File: src/rtl/mm_pkg.sv
// Shared definitions for the matrix-multiplier stream driver: FSM states, beat/column counts
// derived from the matrix dimension, and the element-slice helper used for packing and unpacking.
package mm_pkg;

  localparam int unsigned NumElements = 4;

  typedef enum logic [1:0] {
    StIdle,
    StSend,
    StCollect,
    StDone
  } mm_state_e;

  // Each beat carries two rows of one column of both A and B.
  function automatic int unsigned beat_count(input int unsigned mw);
    return (mw * mw) / 2;
  endfunction

  function automatic int unsigned col_count(input int unsigned mw);
    return mw;
  endfunction

  // Element 0 occupies the most-significant slot of a beat.
  function automatic int unsigned elem_lsb(input int unsigned width, input int unsigned idx);
    return (NumElements - 1 - idx) * width;
  endfunction

endpackage

File: src/rtl/mm_operand_store.sv
// A/B operand register file with an element write port and a beat-addressed packed read port.
module mm_operand_store
  import mm_pkg::*;
#(
  parameter int unsigned Width       = 8,
  parameter int unsigned MatrixWidth = 4,
  localparam int unsigned IdxW       = $clog2(MatrixWidth),
  localparam int unsigned BeatW      = $clog2(beat_count(MatrixWidth))
) (
  input  logic                         clk_i,
  input  logic                         rst_i,
  input  logic                         wr_en_i,
  input  logic                         wr_sel_i,
  input  logic [IdxW-1:0]              wr_row_i,
  input  logic [IdxW-1:0]              wr_col_i,
  input  logic [Width-1:0]             wr_data_i,
  input  logic [BeatW-1:0]             beat_i,
  output logic [NumElements*Width-1:0] beat_data_o
);

  localparam int unsigned Half = MatrixWidth / 2;

  logic [Width-1:0] a_q [MatrixWidth][MatrixWidth];
  logic [Width-1:0] b_q [MatrixWidth][MatrixWidth];

  logic [IdxW-1:0] row;
  logic [IdxW-1:0] row_nxt;
  logic [IdxW-1:0] col;

  always_ff @(posedge clk_i) begin
    if (rst_i) begin
      for (int r = 0; r < MatrixWidth; r++) begin
        for (int c = 0; c < MatrixWidth; c++) begin
          a_q[r][c] <= '0;
          b_q[r][c] <= '0;
        end
      end
    end else if (wr_en_i) begin
      if (wr_sel_i) begin
        b_q[wr_row_i][wr_col_i] <= wr_data_i;
      end else begin
        a_q[wr_row_i][wr_col_i] <= wr_data_i;
      end
    end
  end

  assign row     = IdxW'(2 * (int'(beat_i) % Half));
  assign col     = IdxW'(int'(beat_i) / Half);
  assign row_nxt = row + IdxW'(1);

  always_comb begin
    beat_data_o = '0;
    beat_data_o[elem_lsb(Width, 0) +: Width] = a_q[row][col];
    beat_data_o[elem_lsb(Width, 1) +: Width] = a_q[row_nxt][col];
    beat_data_o[elem_lsb(Width, 2) +: Width] = b_q[row][col];
    beat_data_o[elem_lsb(Width, 3) +: Width] = b_q[row_nxt][col];
  end

endmodule

File: src/rtl/mm_stream_driver.sv
// Host-side driver: streams packed A/B operand beats to the multiplier, then collects result
// columns into a buffer readable by element index.
module mm_stream_driver
  import mm_pkg::*;
#(
  parameter int unsigned WIDTH        = 8,
  parameter int unsigned NUM_ELEMENTS = 4,
  parameter int unsigned MATRIX_WIDTH = 4,
  localparam int unsigned IdxW        = $clog2(MATRIX_WIDTH)
) (
  input  logic                          w_clk,
  input  logic                          w_reset,
  input  logic                          ld_en,
  input  logic                          ld_sel,
  input  logic [IdxW-1:0]               ld_row,
  input  logic [IdxW-1:0]               ld_col,
  input  logic [WIDTH-1:0]              ld_data,
  input  logic                          start,
  output logic                          busy,
  output logic                          done,
  output logic [NUM_ELEMENTS*WIDTH-1:0] wdata,
  output logic                          w_en,
  input  logic                          w_ready,
  output logic                          r_en,
  input  logic [NUM_ELEMENTS*WIDTH-1:0] Res,
  input  logic                          r_ready,
  input  logic [IdxW-1:0]               rd_row,
  input  logic [IdxW-1:0]               rd_col,
  output logic [WIDTH-1:0]              rd_data
);

  localparam int unsigned BeatCount = beat_count(MATRIX_WIDTH);
  localparam int unsigned ColCount  = col_count(MATRIX_WIDTH);
  localparam int unsigned BeatW     = $clog2(BeatCount);

  mm_state_e        state_q;
  logic [BeatW-1:0] beat_q;
  logic [IdxW-1:0]  col_q;
  logic             w_en_q;
  logic             r_en_q;
  logic             busy_q;
  logic             done_q;

  logic [NUM_ELEMENTS*WIDTH-1:0] beat_data;
  logic [WIDTH-1:0]              res_q [MATRIX_WIDTH][MATRIX_WIDTH];

  mm_operand_store #(
    .Width       (WIDTH),
    .MatrixWidth (MATRIX_WIDTH)
  ) u_operand_store (
    .clk_i       (w_clk),
    .rst_i       (w_reset),
    .wr_en_i     (ld_en),
    .wr_sel_i    (ld_sel),
    .wr_row_i    (ld_row),
    .wr_col_i    (ld_col),
    .wr_data_i   (ld_data),
    .beat_i      (beat_q),
    .beat_data_o (beat_data)
  );

  always_ff @(posedge w_clk) begin
    if (w_reset) begin
      state_q <= StIdle;
      beat_q  <= '0;
      col_q   <= '0;
      w_en_q  <= 1'b0;
      r_en_q  <= 1'b0;
      busy_q  <= 1'b0;
      done_q  <= 1'b0;
    end else begin
      done_q <= 1'b0;
      unique case (state_q)
        StIdle, StDone: begin
          if (start) begin
            state_q <= StSend;
            beat_q  <= '0;
            col_q   <= '0;
            w_en_q  <= 1'b1;
            busy_q  <= 1'b1;
          end else begin
            state_q <= StIdle;
          end
        end
        StSend: begin
          // w_en is high for the whole of SEND, so w_ready alone marks a transfer.
          if (w_ready) begin
            if (beat_q == BeatW'(BeatCount - 1)) begin
              state_q <= StCollect;
              w_en_q  <= 1'b0;
              r_en_q  <= 1'b1;
            end else begin
              beat_q <= beat_q + BeatW'(1);
            end
          end
        end
        StCollect: begin
          if (r_ready) begin
            if (col_q == IdxW'(ColCount - 1)) begin
              state_q <= StDone;
              r_en_q  <= 1'b0;
              busy_q  <= 1'b0;
              done_q  <= 1'b1;
            end else begin
              col_q <= col_q + IdxW'(1);
            end
          end
        end
        default: state_q <= StIdle;
      endcase
    end
  end

  always_ff @(posedge w_clk) begin
    if (w_reset) begin
      for (int r = 0; r < MATRIX_WIDTH; r++) begin
        for (int c = 0; c < MATRIX_WIDTH; c++) begin
          res_q[r][c] <= '0;
        end
      end
    end else if (state_q == StCollect && r_ready) begin
      for (int r = 0; r < MATRIX_WIDTH; r++) begin
        res_q[r][col_q] <= Res[elem_lsb(WIDTH, r) +: WIDTH];
      end
    end
  end

  assign busy    = busy_q;
  assign done    = done_q;
  assign w_en    = w_en_q;
  assign r_en    = r_en_q;
  assign wdata   = w_en_q ? beat_data : '0;
  assign rd_data = res_q[rd_row][rd_col];

endmodule

File: config.mk
export PLATFORM = sky130hd
export DESIGN_NAME = mm_stream_driver
export DESIGN_NICKNAME = d
export VERILOG_FILES = /design/src/rtl/mm_pkg.sv /design/src/rtl/mm_operand_store.sv /design/src/rtl/mm_stream_driver.sv
export SDC_FILE = /design/constraint.sdc
export NUM_CORES = 1
export LEC_CHECK = 0
export ABC_AREA = 1
export BUFFER_PORTS_ARGS = -buffer_cell sky130_fd_sc_hd__buf_4
export CAP_MARGIN = 20
export CORE_MARGIN = 1.5
export CORE_UTILIZATION = 65
export CTS_CLUSTER_DIAMETER = 150
export CTS_CLUSTER_SIZE = 12
export DETAILED_ROUTE_END_ITERATION = 6
export GPL_TIMING_DRIVEN = 0
export HOLD_SLACK_MARGIN = 0.05
export PLACE_DENSITY = 0.94
export SLEW_MARGIN = 0
export SYNTH_ARGS = -nofsm -noshare
export SYNTH_HDL_FRONTEND = slang
export SYNTH_SLANG_ARGS = --single-unit
File: constraint.sdc
create_clock -name w_clk -period 5.9 [get_ports w_clk]
set_clock_uncertainty 0.2 [all_clocks]
set_input_delay 0.59 -clock w_clk [delete_from_list [all_inputs] [get_ports w_clk]]
set_output_delay 0.59 -clock w_clk [all_outputs]
set_load 0.005 [all_outputs]
==> run summary <==
Status = finished, violations left
Failing checks = design-rule violations
Num Clock Sinks = 396
Worst slew margin = 0.319
Total grt overflow = 0
DR pass1 iterations = 7
Most common cell after layout, fill and taps aside = nor2_1
WL per Instance = 20.9 µm
TritonCTS clock tree = built
Top-area cell type share of the netlist area = 0.532
TritonCTS Buffers = 38
DRC = 13
Die footprint = 29500 µm²
Synth Register Bits = 396
Bufs on Longest Clock Path = 3
Commonest cells after routing, fill and taps aside = nor2_1, nand2_1, edfxtp_1
Largest net degree at the start of global routing = 17
DIE WIDTH = 172 µm
Peak VDD IR = 267 µV
Routability-driven placement congestion ratio = 0.984
Period utilization = 0.603
Clock Latency Late Sink = 0.53 ns
Max-cap violation count = 0
Post-synth top area cell = edfxtp_1
Syn_area_per_cell = 8.71 µm²
Arrival @ worst endpoint = 2.77 ns
Kind of end point of the critical path = primary output
Die height = 172 µm
Max Slew Vio Count = 0
Async set or reset register ratio after synthesis = 0
Synth top area cells = edfxtp_1, nor2_1, nand2_1, dfxtp_1, inv_1
Setup TNS = 0 ns
CP Class = flip-flop to primary output
Final net count = 2327
First-pass GRT wire length = 82900 µm
Total global-route track usage = 0.382
Power Dens Cells = 352 nW/µm²
Antenna fix cells = 0
Startpoint Class = flip-flop
Total number of vias = 15867
Port bufs = 95
Register area share after synthesis = 0.605
Clock slew at reported path FFs = 0.07 ns
Post-cts resize count = 0
Setup bufs post-CTS = 0
Initial Utilization = 0.663
Routed wire length = 55600 µm
Fmax = 0.281 GHz
Leak = 0.00865 µW
Synth warn = 0
Synth unique cells = 24
Syn Nets = 2190
Vias in the first global route = 15170
Synth Flop Type = edfxtp_1
Crit path required time = 5.11 ns
Final hold violation count = 0
Final setup fails = 0
Final design utilization = 0.743
Initial antenna violation count = 1
Post-Syn Area = 18500 µm²
Routed Antenna Nets = 0
RSZ-0062 raised after global routing = no
HP Class = input port to flip-flop
H-tree depth = 2
Share of layout cells above drive strength 1 = 0.0870
Num rows = 61
Max FO, Critical Path = 10
CTS root buf = clkbuf_16
Detailed placement HPWL = 39600 µm
Syn-to-layout area delta = 12.1%
Synthesized instance count = 2127
Number of synthesized flops with an enable pin = 328
Final min period = 3.56 ns
Core area = 27900 µm²
Final Power = 7300 µW
Worst-Margin Slew = 1.02 ns
DR vias/cell = 5.98
Ports = 99
1st-iter DRT viols = 2531
Hold_buf cts = 0
-- logic make-up (layout without fill, tap and decap cells) --
logic type,count (synthesis),count (layout),share of synthesized area
AND/OR/NAND/NOR,1133,1133,0.247
flip-flops,396,396,0.605
buffers and inverters,354,504,0.0729
AO/OA/AOI/OAI,236,236,0.0692
adder cells (fa/ha/maj),8,8,0.00541
-- metal layers --
layer / up-vias / wire [µm] / global-route usage
li1: 7096 / - / -
met1: 7206 / 19100 / 0.494
met2: 1299 / 25200 / 0.602
met3: 266 / 8180 / 0.0916
met4: 0 / 3080 / 0.202
met5: - / 0 / 0
-- worst max-delay path: stages (launching register included) --
cell and delay (ns):
dfxtp_1 0.31, buf_2 0.19, clkinv_1 0.14, buf_2 0.28, buf_1 0.46, o211ai_1 0.17, nand3_1 0.10, nand2_1 0.07
nor2_1 0.34, buf_4 0.19
-- flip-flops by register name (all words and copies together) (netlist names), named ones only --
register / flops
r_en: 1
u_operand_store.a_q: 128
beat_q: 3
u_operand_store.b_q: 128
res_q: 128
state_q: 2
w_en: 1
col_q: 2
busy: 1
done: 1
-- stage by stage --
step / setup WS, ns / std cells / hold WS, ns / cell area (µm²)
4_1_cts: 2.46 / 2655 / 0.0616 / 20800
6_report: 2.34 / 2655 / 0.0692 / 20800
3_5_place_dp: 2.57 / 2602 / 0.273 / 19700
5_1_grt: 2.28 / 2655 / 0.0734 / 20800
3_3_place_gp: 2.57 / 2600 / 0.267 / 19700
2_1_floorplan: 3.61 / 2127 / 0.250 / 18500
-- worst paths after layout --
kind	startpoint	end	slack, ns	depth (start not counted)
max	beat_q[1]$_SDFFE_PP0P_	wdata[25]	2.34	9
min	w_reset	state_q[0]$_SDFFE_PP0P_	0.07	2
max reg2reg	state_q[0]$_SDFFE_PP0P_	res_q[1][30]$_DFFE_PP_	2.74	6
min reg2reg	state_q[0]$_SDFFE_PP0P_	state_q[0]$_SDFFE_PP0P_	0.28	2
-- cell usage after synthesis, types with 8 or more instances --
master and instances:
a21oi_1 70, nand2_2 29, o21ai_0 120, inv_1 222, clkbuf_1 98, nand3_1 132
nand2_1 396, nor2_1 563, dfxtp_1 68, o211ai_1 32, ha_1 8, buf_1 9
buf_2 17, edfxtp_1 328
-- layout make-up --
cell class                      count  area, µm²
Buffer                            124        487
Clock buffer                       52       1020
Clock inverter                      1       8.76
Fill cell                        1904       7170
Inverter                          230        863
Multi-Input combinational cell   1377       5960
Sequential cell                   396      11200
Tap cell                          378        473
Timing Repair Buffer               97        736
-- power breakdown --
part | internal, µW | switching, µW
Clock | 1200 | 990
Combinational | 554 | 1300
Sequential | 3200 | 63.0
Total | 4950 | 2350
Note: power is estimated with default switching activity, not from simulation.
